### config.mk
export PLATFORM = sky130hd
export DESIGN_NAME = layer_mac_sequencer
export DESIGN_NICKNAME = d
export VERILOG_FILES = /design/src/rtl/layer_mac_pkg.sv /design/src/rtl/layer_weight_regfile.sv /design/src/rtl/layer_mac_sequencer.sv
export SDC_FILE = /design/constraint.sdc
export NUM_CORES = 1
export LEC_CHECK = 0
export CAP_MARGIN = 15
export CORE_MARGIN = 2
export CORE_UTILIZATION = 55
export DETAILED_ROUTE_END_ITERATION = 10
export GPL_ROUTABILITY_DRIVEN = 0
export PLACE_DENSITY = 0.89
export SYNTH_ARGS = -nofsm -noshare
export SYNTH_HDL_FRONTEND = slang
export SYNTH_SLANG_ARGS = --single-unit
### constraint.sdc
create_clock -name clk -period 8.1 [get_ports clk]
set_input_delay 1.62 -clock clk [delete_from_list [all_inputs] [get_ports clk]]
set_output_delay 1.62 -clock clk [all_outputs]
set_load 0.01 [all_outputs]
### src/rtl/layer_mac_pkg.sv
// Shared types and helpers for the layer MAC sequencer: state encoding, table
// addressing and the signed saturation used when LAYER_MAC_SATURATE_EN is defined.
package layer_mac_pkg;

    localparam int DW_DEFAULT = 16;

    typedef enum logic [1:0] {
        IDLE,
        MAC,
        BIAS,
        DONE
    } state_t;

    // Entry k of node's row; k == num_in selects the bias.
    function automatic int addr(input int node, input int k, input int num_in);
        return node * (num_in + 1) + k;
    endfunction

    // Clamp a 2*DW two's complement value into the DW signed range.
    function automatic logic [DW_DEFAULT-1:0] sat(input logic [2*DW_DEFAULT-1:0] v);
        if (!v[2*DW_DEFAULT-1] && (|v[2*DW_DEFAULT-2:DW_DEFAULT-1]))
            return {1'b0, {(DW_DEFAULT-1){1'b1}}};
        if (v[2*DW_DEFAULT-1] && !(&v[2*DW_DEFAULT-2:DW_DEFAULT-1]))
            return {1'b1, {(DW_DEFAULT-1){1'b0}}};
        return v[DW_DEFAULT-1:0];
    endfunction

endpackage

### src/rtl/layer_weight_regfile.sv
// Weight/bias table for the layer MAC sequencer: one row of NUM_IN weights plus a
// bias per node, written only while the sequencer is idle, read combinationally.
module layer_weight_regfile
    import layer_mac_pkg::*;
#(
    parameter int NUM_IN    = 5,
    parameter int NUM_NODES = 4,
    parameter int DW        = DW_DEFAULT,
    parameter int AW        = $clog2(NUM_NODES * (NUM_IN + 1)),
    parameter int NW        = (NUM_NODES > 1) ? $clog2(NUM_NODES) : 1,
    parameter int KW        = $clog2(NUM_IN + 1)
) (
    input  logic          clk,
    input  logic          reset,
    input  logic          we,
    input  logic          idle,
    input  logic [AW-1:0] wr_addr,
    input  logic [DW-1:0] wr_data,
    input  logic [NW-1:0] rd_node,
    input  logic [KW-1:0] rd_k,
    output logic [DW-1:0] rd_data
);

    localparam int DEPTH = NUM_NODES * (NUM_IN + 1);

    logic [DW-1:0] regs [DEPTH];

    // NOTE: the table is a bank of flops, not a RAM macro, so every entry is cleared by reset.
    always_ff @(posedge clk or negedge reset) begin
        if (!reset) begin
            for (int i = 0; i < DEPTH; i++) regs[i] <= '0;
        end else if (we && idle && (int'(wr_addr) < DEPTH)) begin
            regs[wr_addr] <= wr_data;
        end
    end

    assign rd_data = regs[AW'(addr(int'(rd_node), int'(rd_k), NUM_IN))];

endmodule

### src/rtl/layer_mac_sequencer.sv
// Time-multiplexes one MAC across all nodes of a fully connected layer (weighted sum, bias, ReLU).
// Define LAYER_MAC_SATURATE_EN for 2*DW signed accumulation with saturation before ReLU.
module layer_mac_sequencer
    import layer_mac_pkg::*;
#(
    parameter int NUM_IN    = 5,
    parameter int NUM_NODES = 4,
    parameter int DW        = DW_DEFAULT
) (
    input  logic                                     clk,
    input  logic                                     reset,
    input  logic                                     start,
    input  logic [NUM_IN*DW-1:0]                     act_in,
    input  logic                                     cfg_we,
    input  logic [$clog2(NUM_NODES*(NUM_IN+1))-1:0]  cfg_addr,
    input  logic [DW-1:0]                            cfg_wdata,
    output logic                                     busy,
    output logic                                     done,
    output logic [NUM_NODES*DW-1:0]                  node_out
);

    localparam int AW = $clog2(NUM_NODES * (NUM_IN + 1));
    localparam int NW = (NUM_NODES > 1) ? $clog2(NUM_NODES) : 1;
    localparam int KW = $clog2(NUM_IN + 1);
`ifdef LAYER_MAC_SATURATE_EN
    localparam int ACC_W = 2 * DW;
`else
    localparam int ACC_W = DW;
`endif

    state_t            state, state_nxt;
    logic [NW-1:0]     node;
    logic [KW-1:0]     k;
    logic [ACC_W-1:0]  acc, prod, sum;
    logic [DW-1:0]     act_q [NUM_IN];
    logic [DW-1:0]     act_sel, tbl_data, res, relu;

    layer_weight_regfile #(
        .NUM_IN(NUM_IN), .NUM_NODES(NUM_NODES), .DW(DW), .AW(AW), .NW(NW), .KW(KW)
    ) u_regfile (
        .clk(clk),
        .reset(reset),
        .we(cfg_we),
        .idle(state == IDLE),
        .wr_addr(cfg_addr),
        .wr_data(cfg_wdata),
        .rd_node(node),
        .rd_k(k),
        .rd_data(tbl_data)
    );

    // During BIAS, k == NUM_IN so the same read port returns the bias entry.
    assign act_sel = (int'(k) < NUM_IN) ? act_q[k] : '0;

`ifdef LAYER_MAC_SATURATE_EN
    assign prod = {{DW{act_sel[DW-1]}}, act_sel} * {{DW{tbl_data[DW-1]}}, tbl_data};
    assign sum  = acc + {{DW{tbl_data[DW-1]}}, tbl_data};
    assign res  = sat(sum);
`else
    assign prod = act_sel * tbl_data;
    assign sum  = acc + tbl_data;
    assign res  = sum;
`endif
    assign relu = res[DW-1] ? '0 : res;

    assign busy = (state != IDLE);
    assign done = (state == DONE);

    // NOTE: every output of this block gets a default first, so no path can infer a latch.
    always_comb begin
        state_nxt = state;
        case (state)
            IDLE: if (start) state_nxt = MAC;
            MAC:  if (k == KW'(NUM_IN - 1)) state_nxt = BIAS;
            BIAS: state_nxt = (node == NW'(NUM_NODES - 1)) ? DONE : MAC;
            DONE: state_nxt = IDLE;
            default: state_nxt = IDLE;
        endcase
    end

    // NOTE: registers update with <= so every read in this block sees pre-edge values.
    always_ff @(posedge clk or negedge reset) begin
        if (!reset) begin
            state    <= IDLE;
            node     <= '0;
            k        <= '0;
            acc      <= '0;
            node_out <= '0;
            for (int i = 0; i < NUM_IN; i++) act_q[i] <= '0;
        end else begin
            state <= state_nxt;
            case (state)
                IDLE: if (start) begin
                    for (int i = 0; i < NUM_IN; i++) act_q[i] <= act_in[i*DW +: DW];
                    acc  <= '0;
                    node <= '0;
                    k    <= '0;
                end
                MAC: begin
                    acc <= acc + prod;
                    k   <= k + 1'b1;
                end
                BIAS: begin
                    node_out[int'(node)*DW +: DW] <= relu;
                    acc <= '0;
                    k   <= '0;
                    if (node != NW'(NUM_NODES - 1)) node <= node + 1'b1;
                end
                default: ;
            endcase
        end
    end

endmodule

# ---- After elaboration in Yosys (flattened, before gate mapping)
# Cells that the tools add are included.
dict set report word_totals {
  out_inout_bits 66
  input_bits 105
  register_bits 551
  elab_cells 96
}
dict set report classes {
  n_eq_ne 9
  magnitude_cmp 6
  n_addsub 6
  reduce_logical 11
  bitwise_logic 3
  shifts 2
  multipliers 2
  muxes 23
}
# op n
set op_table {}
lappend op_table {{$bwmux W384} 1}
lappend op_table {{$mux W16} 7}
lappend op_table {{$bmux W16 S5} 1}
lappend op_table {{$demux W16 S5} 1}
lappend op_table {{$bwmux W64} 1}
lappend op_table {{$shift A16 B33 Y64 const A} 1}
lappend op_table {{$shiftx A16 B33 Y64} 1}
lappend op_table {{$bmux W16 S3} 1}
lappend op_table {{$pmux W16 S3} 1}
lappend op_table {{$neg A6 Y33} 1}
lappend op_table {{$add A16 B16 Y16} 2}
lappend op_table {{$mul A16 B16 Y16} 1}
lappend op_table {{$mux W15} 1}
lappend op_table {{$mux W2} 5}
lappend op_table {{$pmux W3 S3} 1}
lappend op_table {{$ne A2 B2 Y1 const B} 4}
lappend op_table {{$pmux W2 S4} 1}
lappend op_table {{$eq A2 B2 Y1 const B} 3}
lappend op_table {{$ge A5 B6 Y1 const B} 1}
lappend op_table {{$ge A6 B6 Y1 const B} 1}
lappend op_table {{$lt A6 B1 Y1 const B} 1}
lappend op_table {{$not A5 Y6} 1}
lappend op_table {{$reduce_and A2 Y1} 3}
lappend op_table {{$add A5 B4 Y5} 1}
lappend op_table {{17 further kinds} 20}

# ---- Logic depth before layout (Yosys ltp)
dict set report depth {
  depth_word 10
  ltp_mapped 34
  depth_no_buf 31
}

# ---- Cells and area by module
# From an unflattened synthesis, not the netlist that was laid out.
dict set report hier_totals {
  hier_cells 2304
  hier_area_um2 30319.1
}
# mod cells_each seq_area_each_um2 area_each_um2 instances
set modules_own_cells {}
lappend modules_own_cells {layer_weight_regfile 1169 9609.2 18127.4 1}
lappend modules_own_cells {layer_mac_sequencer 1135 4078.9 12191.7 1}

# ---- Worst setup path before layout
# No wires, ideal clock.
dict set report synth_timing {
  path_type {reg-to-reg}
  startpoint {register node[0]}
  endpoint {register acc[15]}
  path_stages_with_launch 33
  path_buffers 5
  required_time_ns 7.979
  setup_slack_ns -0.052
  arrival_ns 8.031
  setup_time_ns 0.121
  period_less_slack_ns 8.152
  cell_sequence {dfrtp_1 inv_1 ha_1 inv_1 fa_1 buf_2 buf_2 buf_2 buf_2 buf_2 nand3_1 o211ai_1 nand2_1 o21ai_2 nand2_1 fa_1 fa_1 inv_1 fa_1 fa_1 inv_1 fa_1 fa_1 xnor2_1 xnor2_1 xnor2_1 xnor2_1 xnor2_1 xnor3_1 xnor2_1 xnor3_1 xnor2_1 a22o_1}
}
dict set report synth_between {
  elab_chain_len 9
}
# element line
set synth_lines {}
lappend synth_lines {{start: declaration} layer_mac_sequencer.sv:32} ;# logic [NW-1:0] node;
lappend synth_lines {{start signal: assignment} layer_mac_sequencer.sv:107} ;# if (node != NW'(NUM_NODES - 1)) node <= node + 1'b1;
lappend synth_lines {{$mul A2 B2 Y4} layer_mac_pkg.sv:16} ;# return node * (num_in + 1) + k;
lappend synth_lines {{$add A5 B4 Y5} layer_mac_pkg.sv:16}
lappend synth_lines {{$not A5 Y5 (not written as such)} layer_weight_regfile.sv:37} ;# assign rd_data = regs[AW'(addr(int'(rd_node), int'(rd_k), NUM_IN))];
lappend synth_lines {{$bmux W16 S5} layer_weight_regfile.sv:37}
lappend synth_lines {{$mux W16 (not written as such) (2 in a row)} layer_weight_regfile.sv:37}
lappend synth_lines {{$mul A16 B16 Y16} layer_mac_sequencer.sv:60} ;# assign prod = act_sel * tbl_data;
lappend synth_lines {{$add A16 B16 Y16} layer_mac_sequencer.sv:100} ;# acc <= acc + prod;
lappend synth_lines {{$pmux W16 S3} layer_mac_sequencer.sv:92} ;# case (state)
lappend synth_lines {{end signal: assignment} layer_mac_sequencer.sv:100}
lappend synth_lines {{end: declaration} layer_mac_sequencer.sv:34} ;# logic [ACC_W-1:0] acc, prod, sum;
# Every way passes these cells. The select of a mux whose other input is x is not followed.
# A chain may end at the register's enable or synchronous reset.

# ---- Worst setup path after layout
dict set report layout_timing {
  startpoint {register node[1]}
  endpoint {register acc[15]}
}
# The elaborated chain is that of the path after synthesis.

==> results.ini <==
[clocking]
cts_buffer_depth = 3
insertion_delay_ps = 630
holdBufCountCts = 0
clock-sinks = 547
htreeDepth = 2
numCtsBuffers = 55
clkSlewWorstSetupHoldPaths_ps = 70
cts_root_buf = clkbuf_16
cts_tree = yes

[worst_setup_path]
startpoint_type = flop
rr_worst_depth = 28
end_kind = flop
critPathSlowestCell = mux4_2
cp_max_fo = 5
cp.arrival_ps = 8350
cp_slowest_stage_delay_ps = 550
cp_data_required_time_ps = 8620
crit_type = reg -> reg

[routing]
finalWirelength_mm = 79.5
drc = 0
dr.pass1.iters = 6
drt_iter0_drc = 1850
postRouteAntennaNets = 0
vias = 19700
wire_per_inst_um = 25.6
via_per_inst = 6.32

[synthesis]
syn-cell-area_um2 = 29500
ys_types = 69
ys.flop_type = dfrtp_1
synthAdderAreaFrac_pct = 9.78
netlist_instances = 2213
syn_area_per_cell_um2 = 13.3
ys_seq_area_share_pct = 46.4
synthXorXnorAreaFrac_pct = 1.76
synthArstFlopShare_pct = 100
yosysWarnings = 0
synth_top_family_by_area = multiplexers
ys_ff_latch = 547
muxShareOfSynthArea_pct = 27.4
synth_edf_count = 0
synth-simple-area-share_pct = 4.44
synth-compound-area-share_pct = 5.26

[global_route]
grt.total_usage_pct = 28.8
grt_overflow_total = 0
grt_pass1_vias = 21200
grt_max_degree = 214
grt_antenna_before_repair = 4
grt_pass1_wl_mm = 123

[sta]
fmax_mhz = 128
clock_skew_ps = 37.4
min_period_ps = 7820
rsz0062_at_grt = yes
hold_viol = 0
setup_viol = 0
tns_ps = 0
min_period_over_period_pct = 96.6
worst_slew_pin_slew_ps = 1300
drv_slew = 0
slew_headroom_pct = 13.3

[floorplanning]
num_rows = 84
io_pins = 171
core_um2 = 52800
die_area_um2 = 55500
die_h_um = 236
initial_utilization_pct = 55.9
dieWidth_um = 236

[layout]
fin_util_pct = 64.7
drive_above_1_share_pct = 33.0
finalNonFillerCells = 3109
fillers = 3499
num-nets-final = 2648
areaGrowthSynthToFinish_pct = 15.8

[power]
p_int_uw = 7200
p_sw_uw = 4640
p_sw_share_pct = 39.2
clock_power_share_pct = 22.8
combPwrFrac_pct = 47.7
seqPwrFrac_pct = 29.5
ir_drop_uv = 279
leakage_uw = 0.0161
power_density_nw_per_um2 = 346

[min_path]
hold_class = reg -> reg
min_path_cells = 1

[outcome]
status = completed

[placed_design]
dp_cells = 2994
port_buffers = 166
hpwl_mm = 52.8

[job]
drv_cap = 0

metrics by stage:
stage	cell area [µm²]	power [µW]	hold slack, ps	setup WS [ps]
after floorplan	29500	7230	474	9.19
after global placement	32100	8670	475	253
after detailed placement	32100	8950	480	-87.0
after CTS	34100	11700	494	61.2
after global routing	34200	12400	500	-23.7
final	34200	11800	492	277
power by group through the flow:
stage | sequential [µW] | clock (µW) | combinational (µW)
after global placement | 3460 | 0 | 5200
after CTS | 3480 | 2720 | 5550
after global routing | 3530 | 2830 | 6070
final | 3490 | 2700 | 5640
after detailed placement | 3510 | 0 | 5450
after floorplan | 3370 | 0 | 3860
cell usage in the layout, fill, tap and decap left out, types with 18 or more instances in the layout:
master | netlist | layout
clkbuf_8 | 0 | 20
inv_1 | 187 | 187
and2_1 | 26 | 25
a32o_1 | 56 | 56
dfrtp_1 | 547 | 546
a21oi_1 | 24 | 24
buf_4 | 7 | 68
nor2_1 | 65 | 58
xnor2_1 | 36 | 34
clkbuf_16 | 0 | 56
o21ai_0 | 23 | 22
fa_1 | 96 | 95
mux4_2 | 112 | 112
a22o_1 | 19 | 19
nand2_1 | 131 | 131
clkdlybuf4s50_1 | 0 | 165
mux2i_1 | 30 | 30
mux2_2 | 467 | 467
ha_1 | 77 | 75
nand3_1 | 18 | 18
flip-flops by register name (all words and copies together) (netlist names):
register	count
acc	16
act_q	80
k	3
node	2
node_out	60
state	2
u_regfile.regs	384
critical path, delay by kind of cell, from the launching register on:
family                   cells  cell delay [ps]
AO/OA/AOI/OAI                3              540
XOR/XNOR                     9             1810
adder cells (fa/ha/maj)      8             3470
buffers and inverters        4              310
flip-flops                   1              390
multiplexers                 1              550
AND/OR/NAND/NOR              3              640
cells in the mapped netlist (5+ instances only):
cell type	number	area [µm²]
a21o_1	7	52.6
a21oi_1	24	120
a22o_1	19	166
a32o_1	56	561
and2_1	26	163
buf_1	8	30.0
buf_2	22	110
buf_4	7	52.6
buf_6	5	56.3
clkbuf_1	102	383
dfrtp_1	547	13700
fa_1	96	1920
ha_1	77	963
inv_1	187	702
inv_2	5	18.8
mux2_2	467	5260
mux2i_1	30	300
mux4_2	112	2520
nand2_1	131	492
nand3_1	18	90.1
nor2_1	65	244
nor2b_1	10	62.6
nor3_1	17	85.1
o21a_1	8	60.1
o21ai_0	23	115
o21ai_1	10	50.1
o21bai_1	6	45.0
or4_1	6	45.0
xnor2_1	36	315
xor2_1	11	96.3
cell type report:
cell class	instances	area, µm²	area share [%]
sequential	547	13700	40.1
timing repair buffer	247	2440	7.13
multi-input combinational	1326	14500	42.5
inverter	193	724	2.12
clock buffer	86	1710	5.02
clock inverter	18	221	0.648
antenna	4	10.0	0.0293
tap	688	861	2.52
what timing repair did:
item | CTS | global route
setup endpoints to repair | 1 | 2
cloned | 0 | 0
buffers inserted | 3 | 3
resized for setup | 6 | 5
pin swaps | 1 | 5
final timing paths:
path,from,endpoint,slack (ps)
max,node[1]$_DFFE_PN0P_,acc[15]$_DFFE_PN0P_,280
min,node_out[6]$_DFFE_PN0P_,node_out[6]$_DFFE_PN0P_,490
max reg2reg,node[1]$_DFFE_PN0P_,acc[15]$_DFFE_PN0P_,280
min reg2reg,node_out[6]$_DFFE_PN0P_,node_out[6]$_DFFE_PN0P_,490
max in group asynchronous,reset,u_regfile.regs[155]$_DFFE_PN0P_,5330
min in group asynchronous,reset,node_out[61]$_DFFE_PN0P_,1080
layer usage:
metal  routed length (µm)  vias up  GRT usage (%)
li1                     -     8088              -
met4                 4610        0           16.1
met2                39500      970           48.2
met1                29500    10300           35.4
met5                    0        -              0
met3                 5890      304           5.62
cell families after synthesis:
group,after synthesis
mux,609
fa+ha+maj,173
simple gates,292
compound gates,196
flops,547
buf+inv,343
other cells,1
xor+xnor,52
Power figures use the tool's default switching activity.
